<file path="config.mk">
export PLATFORM = sky130hd
export DESIGN_NAME = tag_issuer
export DESIGN_NICKNAME = d
export VERILOG_FILES = /design/src/rtl/tag_issuer.sv
export SDC_FILE = /design/constraint.sdc
export NUM_CORES = 1
export LEC_CHECK = 0
export CAP_MARGIN = 20
export CORE_AREA = 2 2 65 67
export DETAILED_ROUTE_END_ITERATION = 8
export DIE_AREA = 0 0 67 69
export HOLD_SLACK_MARGIN = 0.12
export PLACE_DENSITY_LB_ADDON = 0.3
export SYNTH_ARGS = -nofsm -noshare
export SYNTH_HDL_FRONTEND = slang
export SYNTH_SLANG_ARGS = --single-unit
export TNS_END_PERCENT = 10
</file>
<file path="constraint.sdc">
create_clock -name clk -period 2.5 [get_ports clk]
set_input_delay 0.5 -clock clk [delete_from_list [all_inputs] [get_ports clk]]
set_output_delay 0.5 -clock clk [all_outputs]
set_load 0.01 [all_outputs]
</file>
<file path="src/rtl/tag_issuer.sv">
//==============================================================================
// Module   : tag_issuer
// Purpose  : Drives three event-tag lanes toward the tag-disagreement checker.
//            An accepted trigger emits a tag pulse of width+1 cycles on all
//            enabled lanes, followed by at least GAP_CYCLES all-low cycles.
//            A clear from the checker forces all lanes low and holds them
//            quiet for holdoff+1 clear-low cycles before triggers are
//            accepted again. Completed resyncs and dropped triggers are
//            counted with saturating 8-bit counters.
// Ports    : clk, rst (async, active-high)
//            trig       - trigger request, one accept per rising sequence
//            mask       - 1 disables lane 2, latched on accept
//            clear      - resync request, overrides trig
//            width      - tag pulse length minus one
//            holdoff    - quiet period length minus one (clear-low cycles)
//            tag0/1/2   - registered tag lanes
//            busy       - high whenever the FSM is not IDLE
//            resync_cnt - completed resyncs, saturating
//            drop_cnt   - ignored triggers, saturating
// Revision : 1.0 - initial release
//==============================================================================
`default_nettype none

module tag_issuer #(
  parameter int GAP_CYCLES = 2
) (
  input  logic       clk,
  input  logic       rst,
  input  logic       trig,
  input  logic       mask,
  input  logic       clear,
  input  logic [3:0] width,
  input  logic [7:0] holdoff,
  output logic       tag0,
  output logic       tag1,
  output logic       tag2,
  output logic       busy,
  output logic [7:0] resync_cnt,
  output logic [7:0] drop_cnt
);

  localparam int GW = $clog2(GAP_CYCLES + 1);

  typedef enum logic [1:0] {
    S_IDLE   = 2'd0,
    S_EMIT   = 2'd1,
    S_GAP    = 2'd2,
    S_RESYNC = 2'd3
  } state_t;

  state_t        r_state, w_next;
  logic [3:0]    r_pcnt,  w_pcnt;
  logic [GW-1:0] r_gcnt,  w_gcnt;
  logic [7:0]    r_hcnt,  w_hcnt;
  logic          r_mask,  w_mask;
  logic          r_trig_q;
  logic          r_tag01, w_tag01;
  logic          r_tag2,  w_tag2;
  logic [7:0]    r_resync, r_drop;
  logic          w_accept, w_drop, w_resync_inc;

  // A trigger level that stays high only produces one accept: acceptance
  // needs trig seen low on the previous edge.
  assign w_accept = trig & ~r_trig_q;

  // Any trig sampled outside IDLE, or blocked by a coincident clear, is lost.
  assign w_drop = trig & (clear | (r_state != S_IDLE));

  always_comb begin
    w_next       = r_state;
    w_pcnt       = r_pcnt;
    w_gcnt       = r_gcnt;
    w_hcnt       = r_hcnt;
    w_mask       = r_mask;
    w_tag01      = 1'b0;
    w_tag2       = 1'b0;
    w_resync_inc = 1'b0;
    if (clear) begin
      // Clear wins everywhere; an interrupted pulse is abandoned.
      w_next = S_RESYNC;
      w_hcnt = holdoff;
    end else begin
      case (r_state)
        S_IDLE: begin
          if (w_accept) begin
            w_next  = S_EMIT;
            w_pcnt  = width;
            w_mask  = mask;
            w_tag01 = 1'b1;
            w_tag2  = ~mask;
          end
        end
        S_EMIT: begin
          if (r_pcnt == 4'd0) begin
            w_next = S_GAP;
            w_gcnt = GW'(GAP_CYCLES - 1);
          end else begin
            w_pcnt  = r_pcnt - 4'd1;
            w_tag01 = 1'b1;
            w_tag2  = ~r_mask;
          end
        end
        S_GAP: begin
          if (r_gcnt == '0) begin
            w_next = S_IDLE;
          end else begin
            w_gcnt = r_gcnt - GW'(1);
          end
        end
        S_RESYNC: begin
          if (r_hcnt == 8'd0) begin
            w_next       = S_IDLE;
            w_resync_inc = 1'b1;
          end else begin
            w_hcnt = r_hcnt - 8'd1;
          end
        end
        default: w_next = S_IDLE;
      endcase
    end
  end

  always_ff @(posedge clk or posedge rst) begin
    if (rst) begin
      r_state  <= S_IDLE;
      r_pcnt   <= 4'd0;
      r_gcnt   <= '0;
      r_hcnt   <= 8'd0;
      r_mask   <= 1'b0;
      r_trig_q <= 1'b0;
      r_tag01  <= 1'b0;
      r_tag2   <= 1'b0;
      r_resync <= 8'd0;
      r_drop   <= 8'd0;
    end else begin
      r_state  <= w_next;
      r_pcnt   <= w_pcnt;
      r_gcnt   <= w_gcnt;
      r_hcnt   <= w_hcnt;
      r_mask   <= w_mask;
      r_trig_q <= trig;
      r_tag01  <= w_tag01;
      r_tag2   <= w_tag2;
      if (w_resync_inc && (r_resync != 8'hFF)) r_resync <= r_resync + 8'd1;
      if (w_drop && (r_drop != 8'hFF))         r_drop   <= r_drop + 8'd1;
    end
  end

  assign tag0       = r_tag01;
  assign tag1       = r_tag01;
  assign tag2       = r_tag2;
  assign busy       = (r_state != S_IDLE);
  assign resync_cnt = r_resync;
  assign drop_cnt   = r_drop;

endmodule

`default_nettype wire
</file>
[Word level (Yosys, flattened, before mapping)]
Index checks and enable logic that the tools add are counted.
Cells by class
  bitwise gates (word level): 7
  add/sub/neg operators: 5
  equality and inequality tests: 14
  reduce and logical (&&, ||, !) cells: 15
  mux-type cells: 26
Operator list (count)
  $mux 8: 3
  $add 8x1->8 const B: 2
  $ne 8x8->1 const B: 2
  $mux 2: 7
  $ne 3x3->1 const B: 4
  $reduce_and 4->1: 3
  $ne 2x2->1 const B: 5
  $mux 1: 9
  $logic_not 8->1: 1
  $mux 4: 2
  $pmux 2 s4: 1
  $pmux 4 s2: 1
  $reduce_bool 2->1: 4
  $sub 8x1->8 const B: 1
  $eq 2x2->1 const B: 2
  $logic_not 2->1: 2
  $logic_not 4->1: 1
  $not 1->1: 4
  $pmux 1 s2: 2
  $pmux 2 s2: 1
  $sub 4x1->4 const B: 1
  $reduce_and 3->1: 1
  $and 1x1->1: 2
  $eq 2x1->1 const B: 1
  other kinds (4): 5
Word-level totals
  bits in registers: 36
  input bits: 17
  word-level logic and storage cells: 77

[Depth between registers and ports, before layout]
Gate-level depths: netlist (run 1).
  depth after elaboration: 5
  gate-level depth with buffers: 7
  mapped depth without buffers: 6

[Least setup slack after synthesis (run 1)]
Ideal clock, no wire load.
  path type: register to register
  start: register r_hcnt[0]
  end: register r_resync[6] (netlist: resync_cnt[6])
  data arrival time: 2.176 ns
  stages on the path, launching flop included: 8
  data required time: 2.372 ns
  slack: 0.197 ns
  library setup time: 0.128 ns
  clock period less this slack: 2.303 ns
  path through: dfrtp_1 > inv_1 > ha_1 > or3b_2 > or4_4 > buf_6 > nor3_1 > mux2_1
Between the ends
  longest elaborated chain between the ends: 5
RTL lines
  from (decl): RTL line 54  | logic [7:0] r_hcnt, w_hcnt;
  from (signal assigned): RTL line 139  | r_hcnt <= w_hcnt;
  $logic_not 8->1: RTL line 111  | if (r_hcnt == 8'd0) begin
  $mux 1: RTL line 111
  $mux 1: RTL line 83  | case (r_state)
  $mux 1: RTL line 78  | if (clear) begin
  $logic_and 1x1->1: RTL line 144  | if (w_resync_inc && (r_resync != 8'hFF)) r_resync <= r_resync + 8'd1;
  to (signal assigned): RTL line 144
  to (decl): RTL line 59  | logic [7:0] r_resync, r_drop;
No other way between the ends.
A chain may end at the register's enable or synchronous reset.

[Worst setup path in the final report (run 1)]
Ends and elaborated chain as after synthesis.

==> results of run 1 <==
## cell type report
class | instances | area [um2]
Clock inverter | 2 | 35.0
Multi-Input combinational cell | 143 | 935
Tap cell | 50 | 62.6
Inverter | 13 | 48.8
Sequential cell | 36 | 901
Clock buffer | 6 | 72.6
Fill cell | 354 | 1480
Timing Repair Buffer | 39 | 383
## through the flow
step | util (%) | instance area, um2 | std cells
6_report | 62.3 | 2440 | 289
5_1_grt | 62.3 | 2440 | 289
4_1_cts | 62.3 | 2440 | 289
3_5_place_dp | 59.5 | 2330 | 281
3_3_place_gp | 59.5 | 2330 | 281
2_1_floorplan | - | 1930 | 200
## cells in the mapped netlist, drive strengths merged, types with 3 or more instances
cell     n
xor2    11
a21oi    7
nor3b    3
mux2     4
nor3    10
a211oi   3
nand3   10
o211ai   3
or4      4
dfrtp   36
xnor2    4
nand2b   3
nor2    20
clkbuf   6
ha       6
nand2   15
nand4    4
nor4     4
inv     13
o21ai   11
## state kept, by name, indices dropped and copies added (netlist names)
register,flops
r_mask,1
r_state,2
resync_cnt,8
r_hcnt,8
r_pcnt,4
tag2,1
drop_cnt,8
tag0,1
r_trig_q,1
r_gcnt,2
## power breakdown
group	internal (mW)	total [mW]	switching (mW)
Sequential	0.761	0.983	0.222
Combinational	0.465	0.919	0.454
Clock	0.296	0.504	0.208
Total	1.52	2.41	0.883
## cell families after synthesis
logic type               Yosys count  synth area share, %
multiplexers                       4                 2.34
AND/OR/NAND/NOR                   80                 22.4
AO/OA/AOI/OAI                     38                 13.1
flip-flops                        36                 46.8
XOR/XNOR                          15                 6.82
adder cells (fa/ha/maj)            6                 3.90
buffers and inverters             21                 4.68
## layer usage
| metal | global-route usage, % | share of wire [%] | up-vias |
|---|---|---|---|
| li1 | - | - | 791 |
| met1 | 23.3 | 44 | 750 |
| met2 | 27.8 | 49 | 48 |
| met3 | 5.38 | 5.5 | 6 |
| met4 | 6.12 | 1.3 | 0 |
| met5 | 0 | 0 | - |
## worst paths after layout
kind,end,from,slack (ns),cells past startpoint
min in group asynchronous,r_pcnt[3],rst,0.61,3
worst max register to register,resync_cnt[6],r_hcnt[0],0.16,6
worst min register to register,drop_cnt[6],drop_cnt[6],0.50,1
max in group asynchronous,drop_cnt[5],rst,1.57,3
worst max-delay path,resync_cnt[6],r_hcnt[0],0.16,6
worst min-delay path,drop_cnt[6],drop_cnt[6],0.50,1
## critical path, stage by stage (launching register included)
cell and delay [ns]:
dfrtp_1 0.40, inv_1 0.09, ha_1 0.15, or3b_2 0.45, or4_4 0.56, nor3_1 0.23
mux2_1 0.34
==> results by group, run 1 <==
Synthesis
  – Leading area contributor after synthesis: dfrtp_1
  – Seq cells post-synth: 36
  – Dominant synthesized flop cell: dfrtp_1
  – Syn. warnings: 0
  – Mapped Cells: 200
  – Post-Synthesis Cell Area: just under 2000 um2
  – Top cells by area, synth: dfrtp_1, xor2_1, ha_1
  – Yosys cell types: between 40 and 50
  – Post-synthesis average cell area: approximately 9.6 um2
  – Post-synth EDFFs: 0
  – Post-synthesis sequential area ratio: approximately 47%
  – Synth async-reset ratio: 100%
  – Synth top area share: 46.8%
  – Syn nets: approximately 220

Routing
  – Post-route DRC: 0
  – Vias per Instance: 5.52
  – DRT antenna net count: 0
  – Total Wirelength: around 3700 um
  – Drt pass-1 iters: 4
  – Initial drt markers: 83
  – DR vias: roughly 1,600
  – Post-DR wirelength/cell: between 10 and 15 um

Clock network
  – CTS Sinks: 36
  – H-tree levels: 2
  – Root buf cell: clkbuf_8
  – Post-cts resize count: 0
  – Hold buffer count at cts: 0
  – CTS clk-pin slew, worst paths: roughly 0.07 ns
  – Max clock buf depth: 2
  – Num CTS Buffers: 5
  – CTS tree: yes
  – Post-CTS Repair Setup Buffers: 0
  – Worst-skew pair later-pin latency: just under 0.3 ns

Global routing
  – GR Overflow Total: 0
  – Global-route wire length before repair: roughly 6400 um
  – Initial antenna violation count: 0
  – Largest net degree at the start of global routing: 37
  – GRT Total Usage: around 18%
  – Vias in the first global route: about 1,500

STA
  – Clk_skew: 0.00783 ns
  – Max_slew headroom: 55.7%
  – Endpoints failing setup: 0
  – Final Hold Fails: 0
  – Final TNS setup: 0 ns
  – Post-route minimum period: 2.34 ns
  – Max frequency: ~430 MHz
  – Part of the cycle the worst path needs: 93.5%
  – Worst Hold Margin: 0.503 ns
  – Worst Tran Pin Value: about 0.66 ns
  – RSZ-0062 raised after global routing: no
  – Slew Viols, Final: 0
  – Final worst slack: 0.163 ns

Worst setup path
  – CP Max Fanout: 8
  – CP Data Arrival Time: 2.51 ns
  – Worst path required time: about 2.7 ns
  – WS Path Type: reg2reg
  – Worst setup EP type: flop
  – Startpoint Class: flop

Power
  – PwrDens: around 1000 nW/um2
  – Leakage power: 1.03 nW
  – Total power: roughly 2.4 mW
  – Maximum VDD drop: 0.567 mV

Die
  – Row count: 23
  – I/O pin count: 37
  – Die Y: 69 um
  – Die W: 67 um
  – Core Area: around 3900 um2
  – Die area: about 4600 um2
  – Starting Density: slightly below 50%

Status
  – Status: finished, final reports clean

Place
  – Detail Placement HPWL: roughly 2700 um
  – Port Buffers: 36
  – Gpl congestion: 0.792
  – Dpl ws: around 0.16 ns

Flow run
  – # Max-Cap Violations: 0

Final layout
  – N_diodes: 0
  – Area delta synth->final: 26.6%
  – Nets: between 200 and 300
  – Most frequent cells in the layout: dfrtp_1, clkdlybuf4s50_1, nor2_1, nand2_1, inv_1
  – Layout cell share with drive strength beyond 1: 8.37%

Hold path
  – Hold Path Class: reg2reg
(Power assumes the default switching activity.)
==> run 2, diff against run 1 <==
--- a/config.mk
+++ b/config.mk
@@ -11,6 +11,7 @@
 export DIE_AREA = 0 0 67 69
 export HOLD_SLACK_MARGIN = 0.12
 export PLACE_DENSITY_LB_ADDON = 0.3
+export SKIP_CTS_REPAIR_TIMING = 1
 export SYNTH_ARGS = -nofsm -noshare
 export SYNTH_HDL_FRONTEND = slang
 export SYNTH_SLANG_ARGS = --single-unit
==> results of run 2 <==
Same layout as run 1: the final DEF is identical, and so are final timing and power.
